**src/rtl/can_tx_mailbox_scheduler.sv**
```systemverilog
// Multi-mailbox transmit scheduler feeding CAN_CONTROLLER: lowest-address arbitration, start timeout/retry.
// Optional feature: define RETRY_LIMIT_EN to abort a frame after MAX_RETRY consecutive start timeouts.
module can_tx_mailbox_scheduler #(
  parameter int NUM_MB    = 4,
  parameter int ADDR_W    = 4,
  parameter int DATA_W    = 4,
  parameter int CNT_W     = 4,
  parameter int START_TO  = 64,
  parameter int MAX_RETRY = 3
) (
  input  logic                        CLOCK_SIGNAL_IN,
  input  logic                        RESET,
  input  logic [NUM_MB-1:0]           mb_load,
  input  logic [NUM_MB-1:0]           mb_cancel,
  input  logic [NUM_MB*ADDR_W-1:0]    mb_addr,
  input  logic [NUM_MB*DATA_W-1:0]    mb_data,
  input  logic [NUM_MB*CNT_W-1:0]     mb_cnt,
  output logic [NUM_MB-1:0]           mb_pending,
  output logic [ADDR_W-1:0]           can_addr,
  output logic [DATA_W-1:0]           transmit_data,
  output logic [CNT_W-1:0]            transmit_data_counter,
  output logic                        send_data,
  input  logic                        txing,
  output logic                        tx_done,
  output logic                        tx_abort,
  output logic [$clog2(NUM_MB)-1:0]   tx_idx
);

  localparam int IDX_W = $clog2(NUM_MB);
  localparam int TO_W  = $clog2(START_TO + 1);
  localparam int RC_W  = $clog2(MAX_RETRY + 1);

  typedef enum logic [2:0] {
    S_IDLE    = 3'd0,
    S_SELECT  = 3'd1,
    S_START   = 3'd2,
    S_WAIT_TX = 3'd3,
    S_DONE    = 3'd4
  } state_t;

  state_t              state_r, state_n_s;
  logic [ADDR_W-1:0]   addr_r [NUM_MB];
  logic [DATA_W-1:0]   data_r [NUM_MB];
  logic [CNT_W-1:0]    cnt_r  [NUM_MB];
  logic [NUM_MB-1:0]   pending_r;
  logic [IDX_W-1:0]    tx_idx_r;
  logic [ADDR_W-1:0]   can_addr_r;
  logic [DATA_W-1:0]   tdata_r;
  logic [CNT_W-1:0]    tcnt_r;
  logic                send_data_r;
  logic                tx_done_r;
  logic                tx_abort_r;
  logic [TO_W-1:0]     to_cnt_r;
  logic [RC_W-1:0]     retry_r;

  logic [IDX_W-1:0]    win_idx_s;
  logic [ADDR_W-1:0]   win_addr_s;
  logic                win_found_s;
  logic                take_s;
  logic [NUM_MB-1:0]   inflight_s;
  logic                timeout_s;
  logic                done_s;
  logic                abort_s;

  // Arbitration: lowest address wins; strict compare keeps the lowest index on ties
  always_comb begin
    win_idx_s   = '0;
    win_addr_s  = '1;
    win_found_s = 1'b0;
    take_s      = 1'b0;
    for (int i = 0; i < NUM_MB; i++) begin
      take_s      = pending_r[i] && (!win_found_s || (addr_r[i] < win_addr_s));
      win_idx_s   = take_s ? IDX_W'(i) : win_idx_s;
      win_addr_s  = take_s ? addr_r[i] : win_addr_s;
      win_found_s = win_found_s | take_s;
    end
  end

  // Mailbox currently owned by the FSM (cancel is ignored for it)
  always_comb begin
    inflight_s = '0;
    case (state_r)
      S_SELECT:           inflight_s[win_idx_s] = 1'b1;
      S_START, S_WAIT_TX: inflight_s[tx_idx_r]  = 1'b1;
      default:            inflight_s = '0;
    endcase
  end

  assign timeout_s = (state_r == S_START) && !txing && (to_cnt_r >= TO_W'(START_TO - 1));
  assign done_s    = (state_r == S_WAIT_TX) && !txing;
`ifdef RETRY_LIMIT_EN
  assign abort_s   = timeout_s && (retry_r >= RC_W'(MAX_RETRY - 1));
`else
  assign abort_s   = 1'b0;
`endif

  // Next-state logic
  always_comb begin
    state_n_s = state_r;
    case (state_r)
      S_IDLE: begin
        if ((|pending_r) && !txing) begin
          state_n_s = S_SELECT;
        end else begin
          state_n_s = S_IDLE;
        end
      end
      S_SELECT: begin
        // a cancel in the same cycle as IDLE->SELECT can leave nothing to send
        if (win_found_s) begin
          state_n_s = S_START;
        end else begin
          state_n_s = S_IDLE;
        end
      end
      S_START: begin
        if (txing) begin
          state_n_s = S_WAIT_TX;
        end else if (timeout_s) begin
          state_n_s = S_IDLE;
        end else begin
          state_n_s = S_START;
        end
      end
      S_WAIT_TX: begin
        if (!txing) begin
          state_n_s = S_DONE;
        end else begin
          state_n_s = S_WAIT_TX;
        end
      end
      S_DONE:  state_n_s = S_IDLE;
      default: state_n_s = S_IDLE;
    endcase
  end

  // FSM state, controller-facing outputs, timeout and retry counters
  always_ff @(posedge CLOCK_SIGNAL_IN) begin
    if (RESET) begin
      state_r     <= S_IDLE;
      send_data_r <= 1'b0;
      tx_done_r   <= 1'b0;
      tx_abort_r  <= 1'b0;
      tx_idx_r    <= '0;
      can_addr_r  <= '0;
      tdata_r     <= '0;
      tcnt_r      <= '0;
      to_cnt_r    <= '0;
      retry_r     <= '0;
    end else begin
      state_r     <= state_n_s;
      send_data_r <= (state_n_s == S_START);
      tx_done_r   <= done_s;
      tx_abort_r  <= abort_s;
      if ((state_r == S_SELECT) && win_found_s) begin
        tx_idx_r   <= win_idx_s;
        can_addr_r <= addr_r[win_idx_s];
        tdata_r    <= data_r[win_idx_s];
        tcnt_r     <= cnt_r[win_idx_s];
        if (win_idx_s != tx_idx_r) begin
          retry_r <= '0;
        end
      end
      if (state_r != S_START) begin
        to_cnt_r <= '0;
      end else if (to_cnt_r < TO_W'(START_TO)) begin
        to_cnt_r <= to_cnt_r + TO_W'(1);
      end
      if (done_s || abort_s) begin
        retry_r <= '0;
      end else if (timeout_s && (retry_r < RC_W'(MAX_RETRY))) begin
        retry_r <= retry_r + RC_W'(1);
      end
    end
  end

  // Mailbox storage: retire/abort first, then load (wins over cancel), then cancel
  always_ff @(posedge CLOCK_SIGNAL_IN) begin
    for (int i = 0; i < NUM_MB; i++) begin
      if (RESET) begin
        pending_r[i] <= 1'b0;
        addr_r[i]    <= '0;
        data_r[i]    <= '0;
        cnt_r[i]     <= '0;
      end else if ((done_s || abort_s) && (tx_idx_r == IDX_W'(i))) begin
        pending_r[i] <= 1'b0;
      end else if (mb_load[i] && !pending_r[i]) begin
        pending_r[i] <= 1'b1;
        addr_r[i]    <= mb_addr[i*ADDR_W +: ADDR_W];
        data_r[i]    <= mb_data[i*DATA_W +: DATA_W];
        cnt_r[i]     <= mb_cnt[i*CNT_W +: CNT_W];
      end else if (mb_cancel[i] && !inflight_s[i]) begin
        pending_r[i] <= 1'b0;
      end
    end
  end

  assign mb_pending            = pending_r;
  assign can_addr              = can_addr_r;
  assign transmit_data         = tdata_r;
  assign transmit_data_counter = tcnt_r;
  assign send_data             = send_data_r;
  assign tx_done               = tx_done_r;
  assign tx_abort              = tx_abort_r;
  assign tx_idx                = tx_idx_r;

endmodule

```
**config.mk**
```make
export PLATFORM = sky130hd
export DESIGN_NAME = can_tx_mailbox_scheduler
export DESIGN_NICKNAME = d
export VERILOG_FILES = /design/src/rtl/can_tx_mailbox_scheduler.sv
export SDC_FILE = /design/constraint.sdc
export NUM_CORES = 1
export LEC_CHECK = 0
export CAP_MARGIN = 10
export CORE_MARGIN = 4
export CORE_UTILIZATION = 55
export DETAILED_ROUTE_END_ITERATION = 10
export PLACE_DENSITY = 0.85
export SYNTH_ARGS = -nofsm -noshare
export SYNTH_HDL_FRONTEND = slang
export SYNTH_SLANG_ARGS = --single-unit
```
**constraint.sdc**
```tcl
create_clock -name CLOCK_SIGNAL_IN -period 11.2 [get_ports CLOCK_SIGNAL_IN]
set_clock_uncertainty 0.05 [all_clocks]
set_input_delay 1.12 -clock CLOCK_SIGNAL_IN [delete_from_list [all_inputs] [get_ports CLOCK_SIGNAL_IN]]
set_output_delay 1.12 -clock CLOCK_SIGNAL_IN [all_outputs]
set_load 0.01 [all_outputs]
```
==> impl_metrics.env <==
export IMPL_status="complete, no violations"
export IMPL_power_density_nw_per_um2=145
export IMPL_dieArea_um2=8350
export IMPL_area_delta_synth_final_pct=27.3
export IMPL_cts_sinks=77
export IMPL_drt_drc_violations_left=0
export IMPL_min_period_over_period_pct=60.7
export IMPL_setup_viol=0
export IMPL_final_common_cell="clkdlybuf4s50_1"
export IMPL_routed_via_density=6.15
export IMPL_clock_latency_ns=0.35
export IMPL_clkTransAtPathRegs_ns=0.08
export IMPL_critPathTopFamily="compound AO/OA/AOI/OAI gates"
export IMPL_fin_area_um2=4870
export IMPL_tritoncts="done"
export IMPL_synth_net_count=433
export IMPL_wire_per_inst_um=18.6
export IMPL_cts_root_buf="clkbuf_8"
export IMPL_crit_buf_inv=1
export IMPL_hold_viol=0
export IMPL_start_util_pct=56.6
export IMPL_numCtsBuffers=9
export IMPL_drive_above_1_share_pct=6.73
export IMPL_fillCellCount=505
export IMPL_synth_seq_area_share_pct=52.9
export IMPL_wl_um=9800
export IMPL_antenna_cells=0
export IMPL_dpl_instance_area_um2=4650
export IMPL_end_kind="register"
export IMPL_ant_nets=0
export IMPL_synth_edf_count=48
export IMPL_antenna_found_initial=0
export IMPL_worst_slew_margin_rel_pct=18.7
export IMPL_postSynthCellCount=366
export IMPL_rsz0062_at_grt="false"
export IMPL_grt_pass1_wl_um=15700
export IMPL_synth_flop_cell="edfxtp_1"
export IMPL_cts_path_max_buffers=2
export IMPL_fin_util_pct=72.0
export IMPL_crit_top_cell="ha_1"
export IMPL_crit_chain="nor2b_1 > ha_1 > nand4b_1 > nand3_1 > a21o_1 > o21ai_0 > ha_1 > o211ai_1 > o221ai_1 > o41ai_4 > buf_4 > nand2_1 > o21a_1 > ha_1 > o21a_1 > o21ai_0 > o2bb2ai_1 > a31oi_1 > nor2b_1 > nor3_1 > a2111oi_1"
export IMPL_drtPass1Iterations=6
export IMPL_crit_required_ns=11.38
export IMPL_syn_area_um2=3820
export IMPL_critPathMaxFanout=16
export IMPL_drv_cap=0
export IMPL_arrival_ns=6.98
export IMPL_yosysTopAreaCell="edfxtp_1"
export IMPL_drt_initial_drc_count=279
export IMPL_synth_seq_cells=77
export IMPL_portBuffers=78
export IMPL_hold_class="reg -> reg"
export IMPL_num_io_pins=80
export IMPL_regArea_um2=2020
export IMPL_slowest_delay_ns=0.90
export IMPL_dr_total_vias=3237
export IMPL_synth_avg_cell_area_um2=10.4
export IMPL_dp_hpwl_um=6990
export IMPL_rows=30
export IMPL_crit_path_start_kind="register"
export IMPL_async_flop_share_pct=0
export IMPL_cts_resized=0
export IMPL_worstMarginPinSlew_ns=1.22
export IMPL_most_common_layout_cells="clkdlybuf4s50_1 (78), and2_1 (51), edfxtp_1 (48)"
export IMPL_grt_ovfl_total=0
export IMPL_synth_top_area_share_pct=37.7
export IMPL_grt_pass1_vias=3236
export IMPL_fin_nets=509
export IMPL_slew_violations=0
export IMPL_core_area_um2=6760
export IMPL_cellLeakagePower_nw=1.77
export IMPL_post_cts_setup_buffers=0
export IMPL_netlist_top_cells_area="edfxtp_1 (38%), dfxtp_1 (15%), and2_1 (8.3%)"
export IMPL_grt_use_total_pct=24.0
export IMPL_multi_input_area_um2=1710
export IMPL_critPathSlowestCell="nor2b_1"
export IMPL_synth_warning_count=0
export IMPL_grt_max_degree=30
export IMPL_gp_congestion=0.982
export IMPL_fp_dieW_um=91.4
export IMPL_fin_crit_ns=6.80
export IMPL_ir_drop_mv=0.0724
export IMPL_critPathKind="reg -> reg"
export IMPL_fin_tns_setup_ns=0
export IMPL_ys_types=55
export IMPL_clock_fmax_ghz=0.147
export IMPL_cts_hold_buf=0
export IMPL_htreeDepth=3
export IMPL_die_h_um=91.4
==> flip-flops by register name, indices dropped and copies added (netlist names) <==
name                   cells
addr_r                    16
can_addr                   4
cnt_r                     16
data_r                    16
mb_pending                 4
send_data                  1
state_r                    3
to_cnt_r                   7
transmit_data              4
transmit_data_counter      4
tx_idx                     2
==> final cells by class <==
class,instances,share of cell area (%)
clock inverter,6,1.62
tap,80,2.06
inverter,6,0.463
timing repair buffer,82,16.7
multi-input combinational,266,35.1
clock buffer,9,2.55
sequential,77,41.6
==> routing by layer <==
layer  vias to the layer above  track usage, %  part of all wire [%]
met1                      1499            28.6                    38
li1                       1490               -                     -
met3                        34            6.13                   9.7
met5                         -               0                     0
met2                       214            40.5                    49
met4                         0            11.6                   3.2
==> worst paths after layout <==
| check | endpoint | depth (start not counted) | startpoint | slack (ns) |
|---|---|---|---|---|
| min reg2reg | to_cnt_r[5] | 2 | to_cnt_r[5] | 0.45 |
| max reg2reg | transmit_data[3] | 21 | mb_pending[0] | 4.40 |
| min | to_cnt_r[5] | 2 | to_cnt_r[5] | 0.45 |
| max | transmit_data[3] | 21 | mb_pending[0] | 4.40 |
==> where the power goes <==
group          total (mW)  internal [mW]  switching (mW)
registers           0.344          0.325          0.0183
clock network       0.222          0.122           0.100
logic               0.140         0.0659          0.0738
total               0.706          0.513           0.193
==> synthesized netlist by cell type (2+ instances only) <==
library cell,n
o21ai_1,2
and2_1,51
o211ai_1,8
a211oi_1,7
nor2b_1,2
nand2b_1,9
a2111oi_1,7
nand4_1,2
buf_4,2
clkbuf_1,12
and3b_1,2
or2_2,3
nand2_1,14
ha_1,8
xnor2_1,2
edfxtp_1,48
nand4b_1,2
or3_1,2
and3_1,2
nor4_1,6
buf_2,3
dfxtp_1,29
nor2_1,46
o21bai_1,4
or2b_1,3
a31oi_1,3
o21a_1,4
xor2_1,3
nand3_1,3
nor3_1,16
inv_1,6
nand3b_1,2
o21ai_0,10
a221oi_1,7
a21oi_1,16
==> metrics by stage <==
| stage | instances | hold slack [ns] | total power [mW] | setup slack, ns |
|---|---|---|---|---|
| 2_1_floorplan | 366 | 0.408 | 0.425 | 5.68 |
| 3_3_place_gp | 510 | 0.419 | 0.479 | 5.16 |
| 3_5_place_dp | 510 | 0.429 | 0.485 | 4.63 |
| 4_1_cts | 525 | 0.439 | 0.704 | 4.56 |
| 5_1_grt | 526 | 0.484 | 0.735 | 3.83 |
| 6_report | 526 | 0.449 | 0.706 | 4.40 |
==> worst reg2reg max path, delay by kind of cell, from the launching register on <==
family / cells / cell delay [ns]
AOI/OAI and AO/OA: 11 / 3.06
adders and majority gates: 3 / 0.88
buffers and inverters: 1 / 0.33
DFF: 1 / 0.63
and+or+nand+nor: 6 / 1.74
==> logic make-up after synthesis <==
logic type / count (synthesis) / share of synthesized area [%]
other: 1 / 0.0981
multiplexers: 2 / 0.556
XOR/XNOR: 5 / 1.15
flip-flops: 77 / 52.9
AO/OA/AOI/OAI: 79 / 15.3
AND/OR/NAND/NOR: 170 / 24.6
adder cells (fa/ha/maj): 9 / 2.91
buffers and inverters: 23 / 2.55
Power figures use the tool's default switching activity.
